`src/rtl/distram_pkg.sv`:
```
// distram_pkg: shared constants and reader state type for the 256-deep distributed RAM.
package distram_pkg;
    localparam int DISTRAM_DEPTH  = 256;
    localparam int DISTRAM_ADDR_W = 8;
    localparam int DISTRAM_DATA_W = 32;
    typedef enum logic [1:0] {ST_IDLE, ST_RUN, ST_DRAIN} reader_state_t;
endpackage

```
`src/rtl/distram_stream_outreg.sv`:
```
// distram_stream_outreg: stream holding register; DISTRAM_STREAM_READER_PARITY_EN adds parity.
module distram_stream_outreg
    import distram_pkg::*;
#(
    parameter int DATA_WIDTH = DISTRAM_DATA_W
) (
    input  logic                  clk,
    input  logic                  reset,
    input  logic                  load,
    input  logic                  clear,
    input  logic [DATA_WIDTH-1:0] d,
    input  logic                  last_in,
    output logic                  valid,
    output logic [DATA_WIDTH-1:0] data,
`ifdef DISTRAM_STREAM_READER_PARITY_EN
    output logic                  parity,
`endif
    output logic                  last
);
    always_ff @(posedge clk) begin
        if (reset) begin
            valid <= 1'b0;
            data  <= '0;
            last  <= 1'b0;
        end else if (load) begin
            valid <= 1'b1;
            data  <= d;
            last  <= last_in;
        end else if (clear) begin
            valid <= 1'b0;
            last  <= 1'b0;
        end
    end
`ifdef DISTRAM_STREAM_READER_PARITY_EN
    always_ff @(posedge clk) begin
        if (reset)
            parity <= 1'b0;
        else if (load)
            parity <= ^d;
    end
`endif
endmodule

```
`src/rtl/distram_stream_reader.sv`:
```
// distram_stream_reader: burst reader on RAM port B to valid/ready stream (DISTRAM_STREAM_READER_PARITY_EN adds out_parity).
module distram_stream_reader
    import distram_pkg::*;
#(
    parameter int DATA_WIDTH = DISTRAM_DATA_W,
    parameter int ADDR_WIDTH = DISTRAM_ADDR_W
) (
    input  logic                  clk,
    input  logic                  reset,
    input  logic                  cmd_valid,
    output logic                  cmd_ready,
    input  logic [ADDR_WIDTH-1:0] cmd_addr,
    input  logic [ADDR_WIDTH:0]   cmd_len,
    output logic [ADDR_WIDTH-1:0] ram_addr,
    input  logic [DATA_WIDTH-1:0] ram_rddata,
    output logic                  out_valid,
    input  logic                  out_ready,
    output logic [DATA_WIDTH-1:0] out_data,
    output logic                  out_last,
`ifdef DISTRAM_STREAM_READER_PARITY_EN
    output logic                  out_parity,
`endif
    output logic                  busy,
    output logic                  done
);
    reader_state_t         state, state_n;
    logic [ADDR_WIDTH-1:0] ptr;
    logic [ADDR_WIDTH:0]   rem;
    logic                  accept, start, xfer, load, done_n;
    assign accept   = cmd_valid && cmd_ready;
    assign start    = accept && cmd_len != '0;
    assign xfer     = out_valid && out_ready;
    assign ram_addr = ptr;
    assign busy     = state != ST_IDLE;
    always_comb begin
        state_n = state;
        load    = 1'b0;
        done_n  = 1'b0;
        case (state)
            ST_IDLE: begin
                done_n  = accept && cmd_len == '0;
                state_n = start ? ST_RUN : ST_IDLE;
            end
            ST_RUN: begin
                load    = rem != '0 && (!out_valid || out_ready);
                state_n = (load && rem == (ADDR_WIDTH+1)'(1)) ? ST_DRAIN : ST_RUN;
            end
            ST_DRAIN: begin
                done_n  = xfer;
                state_n = xfer ? ST_IDLE : ST_DRAIN;
            end
            default: state_n = ST_IDLE;
        endcase
    end
    // ready is registered so it stays low through reset and the done cycle
    always_ff @(posedge clk) begin
        if (reset) begin
            state     <= ST_IDLE;
            ptr       <= '0;
            rem       <= '0;
            done      <= 1'b0;
            cmd_ready <= 1'b0;
        end else begin
            state     <= state_n;
            done      <= done_n;
            cmd_ready <= state_n == ST_IDLE && !done_n;
            if (state == ST_IDLE && start) begin
                ptr <= cmd_addr;
                rem <= cmd_len;
            end else if (load) begin
                ptr <= ptr + 1'b1;
                rem <= rem - 1'b1;
            end
        end
    end
    distram_stream_outreg #(.DATA_WIDTH(DATA_WIDTH)) u_outreg (
        .clk     (clk),
        .reset   (reset),
        .load    (load),
        .clear   (xfer && !load),
        .d       (ram_rddata),
        .last_in (rem == (ADDR_WIDTH+1)'(1)),
        .valid   (out_valid),
        .data    (out_data),
`ifdef DISTRAM_STREAM_READER_PARITY_EN
        .parity  (out_parity),
`endif
        .last    (out_last)
    );
endmodule

```
`config.mk`:
```
export PLATFORM = sky130hd
export DESIGN_NAME = distram_stream_reader
export DESIGN_NICKNAME = d
export VERILOG_FILES = /design/src/rtl/distram_pkg.sv /design/src/rtl/distram_stream_outreg.sv /design/src/rtl/distram_stream_reader.sv
export SDC_FILE = /design/constraint.sdc
export NUM_CORES = 1
export LEC_CHECK = 0
export CAP_MARGIN = 40
export CORE_MARGIN = 4
export CORE_UTILIZATION = 30
export CTS_BUF_LIST = sky130_fd_sc_hd__clkbuf_8
export CTS_CLUSTER_SIZE = 20
export DETAILED_ROUTE_END_ITERATION = 8
export GPL_TIMING_DRIVEN = 0
export PLACE_DENSITY_LB_ADDON = 0.12
export SKIP_CTS_REPAIR_TIMING = 1
export SLEW_MARGIN = 30
export SYNTH_ARGS = -nofsm -noshare
export SYNTH_HDL_FRONTEND = slang
export SYNTH_SLANG_ARGS = --single-unit
export TNS_END_PERCENT = 10
```
`constraint.sdc`:
```
create_clock -name clk -period 3.6 [get_ports clk]
set_input_delay 0.72 -clock clk [delete_from_list [all_inputs] [get_ports clk]]
set_output_delay 0.72 -clock clk [all_outputs]
set_load 0.05 [all_outputs]
```
==> results of run 1 <==
[layout make-up]
type / count / area [um^2]
Fill cell: 813 / 4197
Sequential cell: 55 / 1101
Inverter: 5 / 18.77
Tap cell: 102 / 127.6
Multi-Input combinational cell: 210 / 1191
Buffer: 19 / 90.09
Clock buffer: 5 / 68.82
Timing Repair Buffer: 96 / 960.9
Clock inverter: 3 / 12.51
[power groups by stage]
| stage | combinational [uW] | sequential [uW] | clock [uW] |
|---|---|---|---|
| 2_1_floorplan | 203 | 842 | 0 |
| 3_3_place_gp | 522 | 722 | 0 |
| 3_5_place_dp | 526 | 723 | 0 |
| 4_1_cts | 528 | 710 | 344 |
| 5_1_grt | 563 | 720 | 361 |
| 6_report | 522 | 711 | 326 |
[critical path, stage by stage]
cell	delay (ps)
clkdlybuf4s50_1	420
or4_4	580
o31ai_4	410
buf_2	320
o311ai_0	180
a21oi_1	140
[cell families (layout without fill, tap and decap cells)]
| kind of cell | count (synthesis) | in the layout | synth area share, % |
|---|---|---|---|
| compound gates | 80 | 80 | 22.41 |
| fa+ha+maj | 4 | 4 | 2.085 |
| buf+inv | 24 | 128 | 4.534 |
| flops | 55 | 55 | 45.86 |
| simple gates | 126 | 126 | 25.12 |
[Yosys cell counts, types with 2 or more instances]
| master | count | area share (%) |
|---|---|---|
| nand2_1 | 73 | 11 |
| dfxtp_1 | 55 | 46 |
| a21oi_1 | 45 | 9.4 |
| clkbuf_1 | 11 | 1.7 |
| nand3_1 | 9 | 1.9 |
| nor2_1 | 9 | 1.4 |
| buf_2 | 6 | 1.3 |
| nor4_1 | 6 | 1.6 |
| a31oi_1 | 5 | 1.3 |
| inv_1 | 5 | 0.78 |
| and3_1 | 4 | 1.0 |
| ha_1 | 4 | 2.1 |
| nor3_1 | 4 | 0.83 |
| a311oi_1 | 3 | 1.1 |
| o221a_2 | 3 | 1.4 |
| o311ai_0 | 3 | 1.1 |
| o31a_1 | 3 | 1.1 |
| or4_4 | 3 | 1.4 |
| a211oi_1 | 2 | 0.63 |
| a32oi_1 | 2 | 0.73 |
| and2_1 | 2 | 0.52 |
| and4_1 | 2 | 0.73 |
| nand4_1 | 2 | 0.52 |
| nor2b_1 | 2 | 0.52 |
| nor3b_1 | 2 | 0.63 |
| o21ai_0 | 2 | 0.42 |
| or2_2 | 2 | 0.52 |
[stage by stage]
step / utilization, % / instances / total power, uW / area, um^2 / hold slack (ps)
5_1_grt: 45.97 / 495 / 1644 / 3571 / 477.7
3_3_place_gp: 44.93 / 487 / 1244 / 3490 / 441.3
6_report: 45.97 / 495 / 1558 / 3571 / 457.1
2_1_floorplan: - / 289 / 1046 / 2401 / 469.5
4_1_cts: 45.97 / 495 / 1581 / 3571 / 460.7
3_5_place_dp: 44.93 / 487 / 1249 / 3490 / 446.6
[registers in the layout (all words and copies together), names as in the netlist]
| signal | flops |
|---|---|
| done | 1 |
| u_outreg.last | 1 |
| rem | 9 |
| u_outreg.data | 32 |
| u_outreg.valid | 1 |
| ram_addr | 8 |
| state | 2 |
| cmd_ready | 1 |
[worst paths after layout]
path / end / depth (start not counted)
hold / removal: u_outreg.data[16] / 2
setup / recovery: rem[6] / 6
setup reg to reg: rem[7] / 7
hold reg to reg: u_outreg.data[16] / 2
[routing by layer]
metal / share of wire, % / GRT usage (%)
met1: 43 / 18.52
met2: 48 / 26.52
met3: 7.5 / 4.810
met4: 1.3 / 5.538
met5: 0 / 0
==> metrics.md, run 1 <==
| Metric | Value |
|---|---|
| Final worst setup slack | around 1100 ps |
| Final worst-path cycle share | between 70% and 80% |
| Internal power | approximately 1000 uW |
| R2r startpoint | rem[0] |
| Post-detailed-route count of antenna-violating nets | 0 |
| CTS tree | built |
| Min cycle time layout | between 2000 and 3000 ps |
| Max-slew violations | 0 |
| Leak | about 0.0013 uW |
| Synth Flop Type | dfxtp_1 |
| Avg WL per Cell | 15.01 um |
| Critical path data arrival time | roughly 2800 ps |
| P per Cell Area | between 400 and 500 nW/um^2 |
| DP Wirelength | approximately 5.5 mm |
| CP endpoint kind | flip-flop |
| DR vias | between 2000 and 2500 |
| Clk sink count | 55 |
| Syn_area_per_cell | 8.308 um^2 |
| CP startpoint | cmd_len[5] |
| Mapped Nets | roughly 350 |
| Worst Path Required | about 3800 ps |
| Sequential Power Share | 45.6% |
| Post-synth ARST share | 0% |
| Actual slew at the worst max-slew pin | ~580 ps |
| Vias in the first global route | around 2400 |
| Initial antenna violation count | 0 |
| Fin Setup TNS | 0 ps |
| Hold path startpoint | u_outreg.data[16] |
| Worst-case clock buffer depth | 2 |
| Synthesized instance count | around 290 |
| Global-route wire length before repair | 12.16 mm |
| Post-Place Worst Slack | 700.2 ps |
| Total gr overflow | 0 |
| Unrepaired setup endpoints after global routing | false |
| Buffers on Ports | 96 |
| Largest net degree at the start of global routing | 16 |
| WS Path Type | in -> reg |
| DR iter-0 viols | 89 |
| Final hold vios | 0 |
| Crit start category | primary input |
| Vias/cell | ~5 |
| NetSw | around 560 uW |
| Die W | around 100 um |
| Maximum VDD drop | between 0.15 and 0.2 mV |
| Gate power share | 33.5% |
| Sw Ratio | 35.72% |
| Worst relative slew slack | between 60 and 70% |
| Root buffer cell | clkbuf_8 |
| Most frequent cells in the layout | 96 x clkdlybuf4s50_1, 73 x nand2_1, 55 x dfxtp_1 |
| Commonest non-fill, non-tap cell in the layout | clkdlybuf4s50_1 |
| Htree depth | 2 |
| FF+latch count, synth | 55 |
| Die height | 97.46 um |
| IO Pins | a little under 100 |
| Drt total wl | between 7 and 8 mm |
| Worst R2R Setup Slack | between 1000 and 1500 ps |
| Worst skew pair latency | roughly 300 ps |
| RePlAce Congestion | about 0.83 |
| Final #Nets | ~450 |
| Clock power frac | about a fifth |
| Synth warnings | 0 |
| Max cap viols | 0 |
| Synth Cell Area | roughly 2400 um^2 |
| Post-synthesis sequential area ratio | a little under half |
| DRC viols | 0 |
| FMAX | 393.7 MHz |
| Cts bufs inserted | 5 |
| Row Count | 32 |
| # diodes | 0 |
| Yosys cell types | 47 |
| Hold Crit Class | reg -> reg |
| Worst-path clk slew | approximately 90 ps |
| Core area | between 7000 and 8000 um^2 |
| Initial DRT Pass Iterations | 4 |
| Initial core utilization | ~30% |
| Status | finished, final reports clean |
| Area Growth Syn to Fin | 48.72% |
| Largest fanout on the critical path | 10 |
| Clock Skew | between 3 and 4 ps |
| Final setup vio count | 0 |
| Total GRT Usage | between 15 and 20% |
| Layout cells sized above 1 | 7.125% |
| Post-synth EDFFs | 0 |
| Die area | ~9500 um^2 |
No activity file was read; power rests on OpenSTA's default activity.
==> inputs of run 2 (changes only) <==
- clock period: 3.6 -> 2.55 ns (I/O delays scaled with it)
==> results of run 2 <==
The final DEF is identical to that of run 1. Status: finished, final reports clean.
Main changes from that run: setup slack after placement 700.2 ps -> -139.8 ps; setup slack after layout 1060 ps -> 181.3 ps; start point of the critical path cmd_len[5] -> rem[0]; end point of the critical path rem[6] -> rem[7]; register-to-register setup slack 1230 ps -> 180 ps; total power 1558 uW -> 2199 uW; worst IR drop on VDD 0.1782 mV -> 0.2515 mV
==> inputs of run 3 (changes only) <==
- CAP_MARGIN: 40 -> 20
==> results of run 3 <==
The final DEF is identical to that of run 1. Status: finished, final reports clean.
Main changes from that run: setup slack after placement 700.2 ps -> -139.8 ps; setup slack after layout 1060 ps -> 181.3 ps; start point of the critical path cmd_len[5] -> rem[0]; end point of the critical path rem[6] -> rem[7]; register-to-register setup slack 1230 ps -> 180 ps; total power 1558 uW -> 2199 uW; worst IR drop on VDD 0.1782 mV -> 0.2515 mV
